### config.mk
export PLATFORM = sky130hd
export DESIGN_NAME = shared_ram_arbiter
export DESIGN_NICKNAME = d
export VERILOG_FILES = /design/src/rtl/shared_ram_arbiter.sv
export SDC_FILE = /design/constraint.sdc
export NUM_CORES = 1
export LEC_CHECK = 0
export BUFFER_PORTS_ARGS = -buffer_cell sky130_fd_sc_hd__buf_2
export CAP_MARGIN = 20
export CORE_MARGIN = 3
export CORE_UTILIZATION = 39
export DETAILED_ROUTE_END_ITERATION = 6
export GPL_ROUTABILITY_DRIVEN = 1
export PLACE_DENSITY = 0.8
export REMOVE_ABC_BUFFERS = 1
export SETUP_SLACK_MARGIN = 0.4
export SKIP_CTS_REPAIR_TIMING = 1
export SYNTH_ARGS = -nofsm -noshare
export SYNTH_HDL_FRONTEND = slang
export SYNTH_SLANG_ARGS = --single-unit
export TNS_END_PERCENT = 1
### constraint.sdc
create_clock -name clk -period 2.7 [get_ports clk]
set_input_delay 0.81 -clock clk [delete_from_list [all_inputs] [get_ports clk]]
set_output_delay 0.81 -clock clk [all_outputs]
set_load 0.03 [all_outputs]
### src/rtl/shared_ram_arbiter.sv
// Round-robin arbiter and access sequencer that lets NUM_REQ peripherals share
// one single-port RAM: one winner per operation, one-cycle strobes, tagged read data.
module shared_ram_arbiter #(
  parameter int NUM_REQ = 4,
  parameter int ADDR_W  = 8,
  parameter int DATA_W  = 8
) (
  input  logic                      clk,
  input  logic                      rst_n,
  input  logic [NUM_REQ-1:0]        req,
  input  logic [NUM_REQ-1:0]        req_we,
  input  logic [NUM_REQ*ADDR_W-1:0] req_addr,
  input  logic [NUM_REQ*DATA_W-1:0] req_wdata,
  output logic [NUM_REQ-1:0]        gnt,
  output logic [NUM_REQ-1:0]        rdata_valid,
  output logic [DATA_W-1:0]         rdata,
  output logic [ADDR_W-1:0]         ram_addr,
  output logic [DATA_W-1:0]         ram_wdata,
  output logic                      ram_read,
  output logic                      ram_write,
  input  logic [DATA_W-1:0]         ram_rdata,
  output logic                      busy
);

  localparam int PTR_W = (NUM_REQ > 1) ? $clog2(NUM_REQ) : 1;

  typedef enum logic [1:0] {
    IDLE   = 2'd0,
    ACCESS = 2'd1,
    RDATA  = 2'd2
  } state_t;

  state_t             state;
  logic [PTR_W-1:0]   rr_ptr;
  logic [PTR_W-1:0]   winner;
  logic               lat_we;
  logic [ADDR_W-1:0]  lat_addr;
  logic [DATA_W-1:0]  lat_wdata;
  logic               rd_pending;

  logic               pick_found;
  logic [PTR_W-1:0]   pick_idx;

  // Search starts just after the last winner, so the last winner is served last.
  function automatic logic [PTR_W:0] rr_pick(input logic [NUM_REQ-1:0] r,
                                             input logic [PTR_W-1:0]   ptr);
    logic [PTR_W-1:0] cand;
    logic [PTR_W-1:0] sel;
    logic             found;
    found = 1'b0;
    sel   = ptr;
    for (int off = 1; off <= NUM_REQ; off++) begin
      cand = PTR_W'((int'(ptr) + off) % NUM_REQ);
      if (!found && r[cand]) begin
        found = 1'b1;
        sel   = cand;
      end
    end
    return {found, sel};
  endfunction

  function automatic logic [NUM_REQ-1:0] onehot(input logic [PTR_W-1:0] i);
    return NUM_REQ'(1) << i;
  endfunction

  // NOTE: every combinational output gets a default before any branch so no latch is inferred.
  always_comb begin
    pick_found = 1'b0;
    pick_idx   = rr_ptr;
    {pick_found, pick_idx} = rr_pick(req, rr_ptr);
  end

  // NOTE: state and outputs use non-blocking assignments so every register samples pre-edge values.
  always_ff @(posedge clk or negedge rst_n) begin
    if (!rst_n) begin
      state       <= IDLE;
      rr_ptr      <= PTR_W'(NUM_REQ - 1);
      // NOTE: datapath latches are reset too; they are few and it keeps outputs clean at reset.
      winner      <= '0;
      lat_we      <= 1'b0;
      lat_addr    <= '0;
      lat_wdata   <= '0;
      rd_pending  <= 1'b0;
      gnt         <= '0;
      rdata_valid <= '0;
      rdata       <= '0;
      ram_addr    <= '0;
      ram_wdata   <= '0;
      ram_read    <= 1'b0;
      ram_write   <= 1'b0;
      busy        <= 1'b0;
    end else begin
      gnt         <= '0;
      rdata_valid <= '0;
      ram_read    <= 1'b0;
      ram_write   <= 1'b0;
      rd_pending  <= 1'b0;

      // RAM data arrives one cycle after the read strobe; capture overlaps the next IDLE.
      if (rd_pending) begin
        rdata       <= ram_rdata;
        rdata_valid <= onehot(winner);
      end

      case (state)
        IDLE: begin
          if (pick_found) begin
            winner    <= pick_idx;
            rr_ptr    <= pick_idx;
            lat_we    <= req_we[pick_idx];
            lat_addr  <= req_addr[int'(pick_idx)*ADDR_W +: ADDR_W];
            lat_wdata <= req_wdata[int'(pick_idx)*DATA_W +: DATA_W];
            state     <= ACCESS;
            busy      <= 1'b1;
          end else begin
            busy      <= 1'b0;
          end
        end
        ACCESS: begin
          ram_addr  <= lat_addr;
          ram_wdata <= lat_wdata;
          ram_write <= lat_we;
          ram_read  <= !lat_we;
          gnt       <= onehot(winner);
          state     <= lat_we ? IDLE : RDATA;
          busy      <= !lat_we;
        end
        RDATA: begin
          rd_pending <= 1'b1;
          state      <= IDLE;
          busy       <= 1'b0;
        end
        default: begin
          state <= IDLE;
          busy  <= 1'b0;
        end
      endcase
    end
  end

endmodule

# Word level (Yosys, flattened, before mapping)
# Index checks and enable logic that the tools add are counted.
# op_classes
addsub	4
multipliers	0
div_mod_pow	0
n_lt_le_gt_ge	5
n_eq_ne	3
n_shift	3
muxes	28
n_bitwise	0
reduce_logical	9
# op_table
operator	count
32-bit by 6-bit indexed part select with 8-bit output	2
2-bit by 3-bit less-than comparator with 1-bit output (second input constant)	5
1-bit two-way mux	13
2-bit two-way mux	6
1-bit binary-select mux with 2-bit select	5
4-bit two-way mux	2
2-bit by 1-bit adder with 2-bit output (second input constant)	2
2-bit adder (second input constant)	2
1-bit logical NOT	4
2-bit case mux with 2 select lines	1
1-bit by 2-bit left shift with 4-bit output (first input constant)	1
1-bit logical AND	3
2-bit by 1-bit equality test with 1-bit output (second input constant)	1
2-bit equality test (second input constant)	1
2-bit logical NOT	1
2-bit inequality test (second input constant)	1
1-bit case mux with 2 select lines	1
2-bit AND reduction	1
# totals
reg_bits	59
latch_bits	0
mem_bits_rw	0
rom_bits	0
input_bits	82
out_inout_bits	35
mem_count	0

# Longest topological paths before layout
# Gate-level depths: netlist of the first run.
# depth
depth_word	15
ltp_mapped	7
ltp_nobuf	5

# Least setup slack after synthesis of the first run
# Ideal clock, no wire load.
# synth_timing
path_type	in2reg
startpoint	input port req[3]
endpoint	register lat_addr[2]
setup_ns	0.133
arrival_time_ns	1.822
t_required_ns	2.567
setup_slack_ns	0.745
stages	7
path_cell_list	nand2b_1 o21ai_1 a211oi_2 buf_6 buf_8 mux2i_1 o221ai_2
# synth_between
elab_chain_len	13
elab_cells_between_ends	24
cone_classes	1 x shift; 16 x mux; 7 x reduce/logical
# synth_lines
element	line	rtl
start, declared	10	input logic [NUM_REQ-1:0] req,
1-bit binary-select mux with 2-bit select	54	if (!found && r[cand]) begin
1-bit two-way mux (not written as such)	54	
1-bit two-way mux	54	
1-bit logical NOT	54	
1-bit logical AND	54	
1-bit two-way mux	54	
1-bit logical NOT	54	
1-bit logical AND	54	
1-bit two-way mux	54	
1-bit logical NOT	54	
1-bit logical AND	54	
2-bit two-way mux / 1-bit two-way mux (equally long branches)	54	
32-bit by 6-bit indexed part select with 8-bit output / 2-bit AND reduction (equally long branches)	--	
end signal, assigned	111	lat_addr <= req_addr[int'(pick_idx)*ADDR_W +: ADDR_W];
end, declared	37	logic [ADDR_W-1:0] lat_addr;
# Several ways; a longest one is shown, not always the timed one. The select of a mux whose other input is x is not followed.
# A chain may end at the register's enable or synchronous reset.

# Worst setup path after layout of the first run
# layout_timing
startpoint	input port req[3]
endpoint	register lat_addr[6]
# Same word-level chain as after synthesis.

==> results.tsv, run 1 <==
metric	value	unit
Hold Path Class	flop to flop	
drt total wl	5920	microns
endpoints failing hold	0	
HPWL Detailed	4490	microns
final clock period utilization by the worst path	72.1	%
GRT Util Overall	15.4	%
outcome	finished clean	
Mapped Cells	208	
CTS tree	built	
sequential share of the synthesized area	54.4	%
CTS Sinks	59	
Synth area leader	dfrtp_1	
P_leak	1.86	nW
required time worst endpoint	2890	ps
share of cells above drive strength 1	50.2	%
1st-iter DRT viols	56	
Peak VDD IR	0.559	mV
Die W	89.5	microns
crit start category	primary input	
top-count cell post-synth	dfrtp_1	
Max Fclk	0.514	GHz
Util after Layout	55.0	%
post-synth top area share	52.5	%
CP cell instances	buf_2 -> nand2b_1 -> o21ai_1 -> a211oi_4 -> buf_12 -> mux2i_1 -> o221ai_2	
worst skew pair latency	320	ps
Num CTS Buffers	9	
max cap viols	0	
clock skew	7.29	ps
Clock Tree Buf Depth	2	
initial antenna violation count	0	
Period minus WS final	1950	ps
EDFF count, synth	0	
Crit. End Element	flop	
row count	29	
clock-pin slew on the worst setup and hold paths	70	ps
synthesized area per cell	13.1	sq um
pin count of the biggest net entering global routing	37	
synth warn	0	
Via Count	2039	
post-synth cell types	31	
I/O pins	117	
vias per inst	5.00	
Critical Path AT	2140	ps
area of the multi-input gates	1110	sq um
mapped cell area	2720	sq um
Worst path max stage delay	310	ps
asr flop ratio synth	100	%
measured slew at the worst slew-check pin	579	ps
antenna cells	0	
Final #Nets	408	
DRT Pass-1 Iters	4	
CTS root buf	clkbuf_8	
drt wl/cell	14.5	microns
CP max FO	36	
Congestion Overflow GR	0	
# DRC	0	
synth top area cells	dfrtp_1, mux2i_1, o221ai_2	
Min Hold Slack	454	ps
Setup TNS Final	0	ps
Die Area	8010	sq um
critical path class	primary input to flop	
DP Area	3350	sq um
Rel. slew slack	61.4	%
first-pass GRT wire length	9140	microns
PortBufs	116	
H-tree Lvls	3	
Core Box Area	6530	sq um
Detail Route Antenna Nets	0	
synthesized flop and latch total	59	
post-route cell area	3590	sq um
top cells by count, synth	dfrtp_1, mux2i_1, nand2_1	
Layout Cells excl Fill	408	
unrepaired setup endpoints after global routing	no	
fillers	555	
Layout area overhead	32.3	%
Max stage delay cell, worst path	a211oi_4	
pwr dens	1310	nW/um^2
Final setup viols	0	
gp weighted congestion	0.729	
Inst Count DP	392	
r2r setup slk	780	ps
Final Slew Violations	0	
Top FF cell, synth	dfrtp_1	
vias in the first global route	1961	
Initial Util	41.6	%
overall die height	89.5	microns
Sequential cell area	1480	sq um
## worst max-delay path: cells and delay by family
family	cells	cell delay [ps]
buffers and inverters	2	410
AND/OR/NAND/NOR	1	80
AO/OA/AOI/OAI	3	540
multiplexers	1	280
## cell type report
cell class / count / area share (%)
Timing Repair Buffer: 122 / 18.1
Sequential cell: 59 / 41.1
Clock buffer: 12 / 4.04
Tap cell: 77 / 2.68
Clock inverter: 4 / 2.71
Multi-Input combinational cell: 131 / 31.0
Inverter: 3 / 0.348
## per-layer routing
| layer | GRT usage (%) | part of all wire [%] |
|---|---|---|
| met1 | 19.0 | 42 |
| met2 | 24.2 | 47 |
| met3 | 5.16 | 9.0 |
| met4 | 7.58 | 1.7 |
| met5 | 0 | 0 |
## final timing paths
kind / from / depth (start not counted) / endpoint
max: req[3] / 7 / lat_addr[6]
min: state[0] / 1 / rd_pending
max reg2reg: rr_ptr[0] / 6 / lat_addr[6]
min reg2reg: state[0] / 1 / rd_pending
max in group asynchronous: rst_n / 2 / rr_ptr[1]
min in group asynchronous: rst_n / 1 / ram_wdata[3]
## where the power goes
group | total, mW | switching (mW) | leakage (nW) | internal [mW]
logic | 2.17 | 1.28 | 1.01 | 0.889
registers | 1.55 | 0.240 | 0.730 | 1.31
clock network | 0.971 | 0.331 | 0.117 | 0.639
## cell usage in the layout (no fill, tap or decap), drive strengths merged
master    count
a211oi        1
buf         122
inv           2
clkinvlp      1
and3b         1
a21oi         4
nor2          9
clkbuf       12
mux2i        34
dfrtp        57
bufinv        3
nor3          1
o221ai       17
clkinv        1
dfstp         2
nor3b         5
mux2         24
o21ai         3
nand2b        5
a211o         1
and3          1
nor2b         1
nand2        24
## per-stage QoR
stage / setup WS [ps] / power, mW
2_1_floorplan: -973 / 3.12
3_3_place_gp: 526 / 3.70
3_5_place_dp: 401 / 3.78
4_1_cts: 748 / 4.75
5_1_grt: 651 / 4.99
6_report: 754 / 4.69
## cells by family (layout without fill, tap and decap cells)
logic type	Yosys count	after routing	share of synthesized area, %
simple gates	47	47	8.15
flops	59	59	54.4
mux	58	58	22.5
compound gates	26	26	10.1
buf+inv	18	141	4.88
## state kept, by name (all words and copies together) (netlist names)
signal       cells
busy             1
gnt              4
lat_addr         8
lat_wdata        8
lat_we           1
ram_addr         8
ram_read         1
ram_wdata        8
ram_write        1
rd_pending       1
rdata            8
rdata_valid      4
rr_ptr           2
state            2
winner           2
Power figures use the tool's default switching activity.
==> run 2, diff against run 1 <==
PLACE_DENSITY = 0.82   (was 0.8)
clock period = 1.71 ns   (was 2.7 ns; I/O delays follow)
==> results.tsv, run 2 (synthesized netlist as in run 1, its figures left out) <==
metric	value	unit	change
CTS tree	built		unchanged
Peak VDD IR	0.845	mV	was 0.559 mV
failing checks	setup timing		
clock-pin slew on the worst setup and hold paths	70	ps	about the same
Detail Route Antenna Nets	0		unchanged
max cap viols	0		unchanged
initial antenna violation count	0		unchanged
share of cells above drive strength 1	56.6	%	was 50.2%
Rel. slew slack	68.5	%	was 61.4%
H-tree Lvls	3		unchanged
PortBufs	116		unchanged
Period minus WS final	1820	ps	
vias in the first global route	2166		was 1961
crit start category	flop		was primary input
Critical Path AT	2020	ps	was 2140 ps
1st-iter DRT viols	42		was 56
measured slew at the worst slew-check pin	473	ps	was 579 ps
sequential power share	30.7	%	was 33.0%
P_leak	2.02	nW	was 1.86 nW
area of the multi-input gates	1180	sq um	was 1110 sq um
pin count of the biggest net entering global routing	25		was 37
# DRC	0		unchanged
Critical path origin	rr_ptr[0]		was req[3]
row count	29		unchanged
Power Internal	5.06	mW	was 2.84 mW
first-pass GRT wire length	9680	microns	was 9140 microns
Sequential cell area	1480	sq um	unchanged
DRT Pass-1 Iters	4		unchanged
vias per inst	5.01		was 5.00
Final #Nets	423		was 408
Num CTS Buffers	9		unchanged
commonest non-fill, non-tap cells in the layout	buf_2, dfrtp_1, buf_6		was buf_2, dfrtp_1, mux2i_1
Layout Cells excl Fill	423		was 408
gp weighted congestion	0.682		was 0.729
HPWL Detailed	4710	microns	was 4490 microns
combinational share of power	54.6	%	was 46.3%
Layout area overhead	49.3	%	was 32.3%
Max stage delay cell, worst path	dfstp_2		was a211oi_4
critical path's top delay family	flip-flops		was compound AO/OA/AOI/OAI gates
FF-to-FF Start	rr_ptr[0]		unchanged
Crit. End Element	flop		unchanged
critical path class	flop to flop		was primary input to flop
Congestion Overflow GR	0		unchanged
Hold Path Class	primary input to asynchronous set/reset pin		was flop to flop
Via Count	2121		was 2039
pwr dens	2050	nW/um^2	was 1310 nW/um^2
Clk pwr share	14.7	%	was 20.7%
CP cell instances	nand2b_4 -> o21ai_2 -> a211oi_4 -> buf_6 -> buf_12 -> mux2i_1 -> o221ai_2		was buf_2 -> nand2b_1 -> o21ai_1 -> a211oi_4 -> buf_12 -> mux2i_1 -> o221ai_2
Die W	89.5	microns	unchanged
Clock Tree Buf Depth	2		unchanged
CTS Sinks	59		unchanged
most common cell after layout, fill and taps aside	buf_2		unchanged
drt wl/cell	16.3	microns	was 14.5 microns
required time worst endpoint	1910	ps	was 2890 ps
outcome	finished, violations left		was finished clean
CP bufs+invs	2		unchanged
clock skew	11.5	ps	was 7.29 ps
Core Box Area	6530	sq um	unchanged
fillers	507		was 555
Final Slew Violations	0		unchanged
unrepaired setup endpoints after global routing	yes		was no
Initial Util	41.6	%	unchanged
Max Fclk	0.550	GHz	
final clock period utilization by the worst path	106	%	
endpoints failing hold	0		unchanged
CP max FO	9		was 36
CTS root buf	clkbuf_8		unchanged
final setup margin	-109	ps	was 754 ps
drt total wl	6910	microns	was 5920 microns
Sw Share	39.2	%	was 39.5%
worst skew pair latency	330	ps	was 320 ps
Psw	3.26	mW	was 1.86 mW
Inst Count DP	402		was 392
overall die height	89.5	microns	unchanged
Setup TNS Final	-1450	ps	was 0 ps
GRT Util Overall	15.9	%	was 15.4%
antenna cells	0		unchanged
Final setup viols	17		was 0
Die Area	8010	sq um	unchanged
Worst path max stage delay	560	ps	was 310 ps
I/O pins	117		unchanged
[run 2: cell types whose count changed in the layout (fill, tap and decap cells not counted), moves of 3 or more]
cell | before | now
mux2i_1 | 34 | 29
buf_2 | 116 | 81
buf_4 | 4 | 9
bufinv_16 | 3 | 0
nand2b_1 | 5 | 2
mux2i_2 | 0 | 4
clkbuf_8 | 10 | 13
buf_6 | 0 | 38
nand2b_4 | 0 | 3
buf_12 | 2 | 6
[run 2: final timing paths]
check | to | depth (start not counted) | slack (ps)
worst max-delay path | lat_we | 7 | -110
worst min register to register | rd_pending | 1 | 470
worst min-delay path | winner[1] | 1 | 130
min in group clk | rdata[6] | 2 | 420
max in group asynchronous | ram_addr[0] | 2 | 1080
worst max register to register | lat_we | 7 | -110
[run 2: area by class of cell]
class / count / share of cell area [%]
flip-flops and latches: 59 / 36.4
multi-input cells: 131 / 29.2
repair buffers: 137 / 26.8
clock buffers: 13 / 4.41
well taps: 77 / 2.37
clock inverters: 3 / 0.493
inverters: 3 / 0.308
[run 2: power by group through the flow]
stage	Sequential [mW]	Combinational [mW]	Clock, mW
global placement	2.44	3.62	0
CTS	2.45	3.73	1.26
detailed placement	2.47	3.72	0
finish	2.56	4.54	1.22
global route	2.64	4.88	1.32
floorplan	3.12	1.80	0
[run 2: metal layers]
metal | track usage (%) | vias to the layer above | wire length, microns
met5 | 0 | - | 0
met4 | 6.36 | 0 | 106
met3 | 4.52 | 13 | 383
met2 | 27.3 | 79 | 3700
met1 | 18.6 | 1012 | 2720
li1 | - | 1017 | -
[run 2: stage by stage]
step                      worst slack [ps]  area (sq um)  hold slack, ps  power (mW)  util (%)
after floorplan                      -1710          2600             217        4.92         -
after global placement                -185          3460             440        6.06      53.0
after detailed placement              -212          3460             468        6.20      53.0
after CTS                             -161          3660             131        7.44      56.1
after global routing                  -201          4060             156        8.84      62.1
final                                 -109          4060             134        8.32      62.1
